**src/rtl/morse_pkg.sv**
```systemverilog
// Shared types and timing constants for the Morse keyer.
package morse_pkg;

    typedef enum logic [2:0] {
        ST_IDLE = 3'd0,
        ST_LOAD = 3'd1,
        ST_MARK = 3'd2,
        ST_GAP  = 3'd3,
        ST_DONE = 3'd4
    } morse_state_t;

    localparam int DOT_UNITS      = 1;
    localparam int DASH_UNITS     = 3;
    localparam int SYM_GAP_UNITS  = 1;
    localparam int WORD_GAP_UNITS = 7;
    localparam int MORSE_MAX_LEN  = 5;

    // pat is right-aligned: bit len-1 is the first symbol, 1 = dash.
    typedef struct packed {
        logic [2:0] len;
        logic [4:0] pat;
        logic       is_space;
        logic       valid;
    } morse_code_t;

endpackage

```
**src/rtl/morse_lut.sv**
```systemverilog
// Combinational ASCII to Morse pattern lookup.
// MORSE_LOWERCASE_EN folds 'a'-'z' onto 'A'-'Z'.
module morse_lut
    import morse_pkg::*;
(
    input  logic [7:0]  ascii_i,
    output morse_code_t code_o
);

    logic [7:0] ch_s;
    logic [7:0] lp_s;

    // Case folding and table lookup; lp_s packs {len, pat}.
    always_comb begin
`ifdef MORSE_LOWERCASE_EN
        ch_s = ((ascii_i >= 8'h61) && (ascii_i <= 8'h7A)) ? (ascii_i - 8'h20) : ascii_i;
`else
        ch_s = ascii_i;
`endif
        lp_s = 8'h00;
        case (ch_s)
            8'h41: lp_s = {3'd2, 5'b00001}; // A .-
            8'h42: lp_s = {3'd4, 5'b01000}; // B -...
            8'h43: lp_s = {3'd4, 5'b01010};
            8'h44: lp_s = {3'd3, 5'b00100};
            8'h45: lp_s = {3'd1, 5'b00000};
            8'h46: lp_s = {3'd4, 5'b00010};
            8'h47: lp_s = {3'd3, 5'b00110};
            8'h48: lp_s = {3'd4, 5'b00000};
            8'h49: lp_s = {3'd2, 5'b00000};
            8'h4A: lp_s = {3'd4, 5'b00111};
            8'h4B: lp_s = {3'd3, 5'b00101};
            8'h4C: lp_s = {3'd4, 5'b00100};
            8'h4D: lp_s = {3'd2, 5'b00011};
            8'h4E: lp_s = {3'd2, 5'b00010};
            8'h4F: lp_s = {3'd3, 5'b00111};
            8'h50: lp_s = {3'd4, 5'b00110};
            8'h51: lp_s = {3'd4, 5'b01101};
            8'h52: lp_s = {3'd3, 5'b00010};
            8'h53: lp_s = {3'd3, 5'b00000};
            8'h54: lp_s = {3'd1, 5'b00001};
            8'h55: lp_s = {3'd3, 5'b00001};
            8'h56: lp_s = {3'd4, 5'b00001};
            8'h57: lp_s = {3'd3, 5'b00011};
            8'h58: lp_s = {3'd4, 5'b01001};
            8'h59: lp_s = {3'd4, 5'b01011};
            8'h5A: lp_s = {3'd4, 5'b01100};
            8'h30: lp_s = {3'd5, 5'b11111};
            8'h31: lp_s = {3'd5, 5'b01111};
            8'h32: lp_s = {3'd5, 5'b00111};
            8'h33: lp_s = {3'd5, 5'b00011};
            8'h34: lp_s = {3'd5, 5'b00001};
            8'h35: lp_s = {3'd5, 5'b00000};
            8'h36: lp_s = {3'd5, 5'b10000};
            8'h37: lp_s = {3'd5, 5'b11000};
            8'h38: lp_s = {3'd5, 5'b11100};
            8'h39: lp_s = {3'd5, 5'b11110};
            default: lp_s = 8'h00;
        endcase
        code_o.len      = lp_s[7:5];
        code_o.pat      = lp_s[4:0];
        code_o.is_space = (ch_s == 8'h20);
        code_o.valid    = (ch_s == 8'h20) || (lp_s[7:5] != 3'd0);
    end

endmodule

```
**src/rtl/morse_generator.sv**
```systemverilog
// Plays one ASCII character as an International Morse keying signal.
// Lowercase support is selected by MORSE_LOWERCASE_EN (see morse_lut).
module morse_generator
    import morse_pkg::*;
#(
    parameter int MORSE_CYCLES = 10_000_000
) (
    input  logic       clk_i,
    input  logic       reset_i,
    input  logic [7:0] ascii_i,
    input  logic       en_i,
    output logic       morse_o,
    output logic       done_o
);

    localparam int CW = $clog2(7 * MORSE_CYCLES);
    localparam logic [CW-1:0] DOT_LIM  = CW'(DOT_UNITS * MORSE_CYCLES - 1);
    localparam logic [CW-1:0] DASH_LIM = CW'(DASH_UNITS * MORSE_CYCLES - 1);
    localparam logic [CW-1:0] GAP_LIM  = CW'(SYM_GAP_UNITS * MORSE_CYCLES - 1);
    localparam logic [CW-1:0] WORD_LIM = CW'(WORD_GAP_UNITS * MORSE_CYCLES - 1);

    morse_state_t  state_r;
    logic [7:0]    char_r;
    logic [CW-1:0] cnt_r;
    logic [CW-1:0] lim_r;
    logic [4:0]    sym_r;
    logic [2:0]    len_r;
    logic [2:0]    idx_r;
    logic          morse_r;
    logic          done_r;
    morse_code_t   code_s;
    logic [4:0]    load_sym_s;

    morse_lut u_lut (
        .ascii_i (char_r),
        .code_o  (code_s)
    );

    // Left-align the pattern so the current symbol is always sym_r[4].
    assign load_sym_s = 5'(code_s.pat << (3'(MORSE_MAX_LEN) - code_s.len));

    // Main FSM: acceptance, symbol sequencing, unit counter, registered outputs.
    always_ff @(posedge clk_i) begin
        if (reset_i) begin
            state_r <= ST_IDLE;
            char_r  <= 8'h00;
            cnt_r   <= '0;
            lim_r   <= '0;
            sym_r   <= 5'd0;
            len_r   <= 3'd0;
            idx_r   <= 3'd0;
            morse_r <= 1'b0;
            done_r  <= 1'b0;
        end else begin
            done_r <= 1'b0;
            case (state_r)
                ST_IDLE: begin
                    if (en_i) begin
                        char_r  <= ascii_i;
                        state_r <= ST_LOAD;
                    end
                end
                ST_LOAD: begin
                    cnt_r <= '0;
                    sym_r <= load_sym_s;
                    len_r <= code_s.len;
                    idx_r <= 3'd1;
                    if (!code_s.valid) begin
                        state_r <= ST_DONE;
                        done_r  <= 1'b1;
                    end else if (code_s.is_space) begin
                        idx_r   <= 3'd0;
                        lim_r   <= WORD_LIM;
                        state_r <= ST_GAP;
                    end else begin
                        lim_r   <= load_sym_s[4] ? DASH_LIM : DOT_LIM;
                        morse_r <= 1'b1;
                        state_r <= ST_MARK;
                    end
                end
                ST_MARK: begin
                    if (cnt_r == lim_r) begin
                        cnt_r   <= '0;
                        lim_r   <= GAP_LIM;
                        morse_r <= 1'b0;
                        state_r <= ST_GAP;
                    end else begin
                        cnt_r <= cnt_r + CW'(1);
                    end
                end
                ST_GAP: begin
                    if (cnt_r == lim_r) begin
                        cnt_r <= '0;
                        if (idx_r < len_r) begin
                            idx_r   <= idx_r + 3'd1;
                            sym_r   <= {sym_r[3:0], 1'b0};
                            lim_r   <= sym_r[3] ? DASH_LIM : DOT_LIM;
                            morse_r <= 1'b1;
                            state_r <= ST_MARK;
                        end else begin
                            done_r  <= 1'b1;
                            state_r <= ST_DONE;
                        end
                    end else begin
                        cnt_r <= cnt_r + CW'(1);
                    end
                end
                ST_DONE: state_r <= ST_IDLE;
                default: begin
                    morse_r <= 1'b0;
                    state_r <= ST_IDLE;
                end
            endcase
        end
    end

    assign morse_o = morse_r;
    assign done_o  = done_r;

endmodule

```
**config.mk**
```make
export PLATFORM = sky130hd
export DESIGN_NAME = morse_generator
export DESIGN_NICKNAME = d
export VERILOG_FILES = /design/src/rtl/morse_pkg.sv /design/src/rtl/morse_lut.sv /design/src/rtl/morse_generator.sv
export SDC_FILE = /design/constraint.sdc
export NUM_CORES = 1
export LEC_CHECK = 0
export CORE_UTILIZATION = 47
export CTS_CLUSTER_DIAMETER = 60
export DETAILED_ROUTE_END_ITERATION = 10
export MAX_ROUTING_LAYER = met4
export SLEW_MARGIN = 20
export SYNTH_ARGS = -nofsm -noshare
export SYNTH_HDL_FRONTEND = slang
export SYNTH_SLANG_ARGS = --single-unit
```
**constraint.sdc**
```tcl
create_clock -name clk_i -period 4.2 [get_ports clk_i]
set_input_delay 0.63 -clock clk_i [delete_from_list [all_inputs] [get_ports clk_i]]
set_output_delay 0.63 -clock clk_i [all_outputs]
set_load 0.02 [all_outputs]
```
==> qor.txt <==
Avg Inst Size Synth -> 7.859 um^2
CP Cell Sequence -> clkdlybuf4s50_1, or4b_1, mux2i_4, or2_0, inv_4, nor2_1, a221o_1, a31o_2
Final setup fails -> 0
Critical Path Stages -> 8
First-pass GRT wire length -> 17,280 um
CP Data Arrival Time -> 3.34 ns
Met3 Routed Length -> 308 um
Layout net count -> 523
CTS Buffer Depth -> 2
Number of synthesized flops with an enable pin -> 0
RD Place Congestion -> 0.9390
Largest cells by area after synthesis -> dfxtp_1, nand2_1, a21oi_1, nand3_1, ha_1
Period utilisation layout -> 73.96%
Hold Path Stages -> 2
Initial antenna violation count -> 0
Asr flop ratio synth -> 0%
Die W -> 93.26 um
Number of global-route vias before repair -> 3,546
Measured slew at the worst slew-check pin -> 0.9987 ns
CTS Hold Buffers Added -> 0
CP top delay family -> simple AND/OR/NAND/NOR gates
Clock Skews -> 0.008214 ns
Share of cells above drive strength 1 -> 7.510%
H-tree levels -> 3
Gr usage total -> 26.06%
Die area -> 8697 um^2
CTS tree -> done
I/O Buffers -> 12
Num CTS Buffers -> 9
Worst setup EP type -> flop
Yosys Warn Count -> 0
Max-slew violations -> 0
Top layer in use -> met4
Reg clk slew, reported paths -> 0.07 ns
Inserted Diodes -> 0
Period minus WS final -> 3.106 ns
Post-synthesis register bit count -> 65
Grt total ovfl -> 0
Synthesized Nets -> 520
Leading area contributor after synthesis -> dfxtp_1
Clk sinks -> 65
Final setup TNS -> 0 ns
Vias/cell -> 6.082
Skew-Pair Late Insertion Delay -> 0.34 ns
Synth top cells by count -> dfxtp_1, nand2_1, a21oi_1
WP buf/inv -> 2
Die Y -> 93.26 um
Aggregate routed wire length -> 10,320 um
Fmax achieved -> 321.9 MHz
Post-synthesis sequential area ratio -> 33.25%
Worst vdd ir -> 0.0002615 V
Slew Limit Headroom -> 33.11%
Pwr per Cell Area -> 557.5 nW/um^2
Ports -> 13
Post-Syn Instances -> 498
Post-route ant nets -> 0
Worst hold margin -> 0.4592 ns
Setup crit start kind -> input port
Hold Vio Cnt, Final -> 0
CP max stage delay -> 0.70 ns
Met1 WL -> 4724 um
RSZ-0062 raised after global routing -> no
Root Buffer -> clkbuf_8
Leak pwr -> 1.554 nW
Site row count -> 32
DR iter-0 viols -> 285
Critical-path top delay cell -> or4b_1
Top FF cell, synth -> dfxtp_1
Number of distinct library cells after synthesis -> 66
CTS-repair resized insts -> 0
DR pass1 iterations -> 4
Yosys top cell area share -> 33.25%
Worst-case reg-to-reg path depth -> 9
Dpl hpwl -> 7644 um
Total power -> 0.002439 W
Status -> completed
DR WL met2 -> 4979 um
WL per Instance -> 16.97 um
HP Class -> reg2reg
Worst Path Max Fanout -> 10
Most common cell in the synthesized netlist -> dfxtp_1
Worst EP required -> 4.43 ns
DRC -> 0
Number of max-cap violations -> 0
Post-CTS Setup Bufs -> 0
DR vias -> 3,698
Synthesized area -> 3914 um^2
Effective utilization at floorplan -> 49.62%
Largest net degree at the start of global routing -> 25
Crit Path Class -> in2reg
Core footprint -> 7888 um^2
Synth-to-layout area growth -> 11.76%
==> worst paths after layout <==
path | start | end | slack (ns)
setup / recovery | en_i | flop | 1.09
hold / removal | len_r[2] | len_r[2] | 0.46
setup reg to reg | state_r[2] | flop | 1.27
hold reg to reg | len_r[2] | len_r[2] | 0.46
==> worst register-to-register path: stages, from the launching register on <==
cell     delay (ns)
dfxtp_1        0.65
or4b_1         0.51
nand2_1        0.13
a21oi_1        0.38
inv_1          0.17
ha_1           0.26
nor2_1         0.12
a21oi_1        0.08
a221o_1        0.30
a31o_2         0.23
==> cells in the final DEF (no fill, tap or decap), types with 3 or more instances in the layout <==
cell type        instances
a21o_1                   3
a21oi_1                 40
o211a_1                  3
bufinv_16                3
nand2_1                 55
buf_4                    7
nand3b_1                 6
a31oi_1                  6
or4_1                    5
o211ai_1                 3
or3_1                   15
ha_1                    11
and4_1                   3
a311oi_1                 3
nand2b_1                 6
nor2b_1                 10
inv_1                   20
o311ai_0                 9
nor2_1                  25
clkdlybuf4s50_1         12
a221o_1                  3
clkbuf_8                11
a211oi_1                 7
or2_2                    3
nor3_1                  16
nor4_1                   6
mux2i_1                 12
o21ai_0                 23
nand4_1                  8
o31ai_1                  4
and2_1                   5
xor2_1                   7
nand3_1                 39
dfxtp_1                 65
and3_1                  10
==> logic make-up after synthesis <==
family	count (synthesis)	synth area share, %
buffers and inverters	49	5.051
AND/OR/NAND/NOR	219	29.16
multiplexers	15	4.220
adder cells (fa/ha/maj)	11	3.517
AO/OA/AOI/OAI	131	23.02
XOR/XNOR	8	1.790
flip-flops	65	33.25
==> per-layer routing <==
layer,vias to the layer above,global-route usage (%)
li1,1850,-
met5,-,-
met3,23,4.390
met1,1753,31.71
met4,0,11.67
met2,72,42.34
==> where the power goes <==
part | switching [W] | leakage, nW | internal, W
Clock | 0.000246 | 0.127 | 0.000428
Sequential | 0.000120 | 0.527 | 0.000704
Combinational | 0.000585 | 0.899 | 0.000355
Total | 0.000951 | 1.55 | 0.00149
==> through the flow <==
| step | instances | instance area, um^2 | utilization [%] | worst slack, ns |
|---|---|---|---|---|
| floorplan | 498 | 3914 | - | 1.413 |
| global placement | 592 | 4120 | 52.24 | 0.7761 |
| detailed placement | 592 | 4120 | 52.24 | 0.7405 |
| CTS | 608 | 4374 | 55.46 | 1.109 |
| global route | 608 | 4374 | 55.46 | 0.9441 |
| finish | 608 | 4374 | 55.46 | 1.094 |
==> area by class of cell <==
class | count | area, um^2
timing repair buffer | 19 | 172.7
inverter | 22 | 85.08
sequential | 65 | 1301
clock inverter | 4 | 98.84
clock buffer | 12 | 155.1
fill | 746 | 3513
multi-input combinational | 384 | 2434
tap | 102 | 127.6
Note: power is estimated with default switching activity, not from simulation.
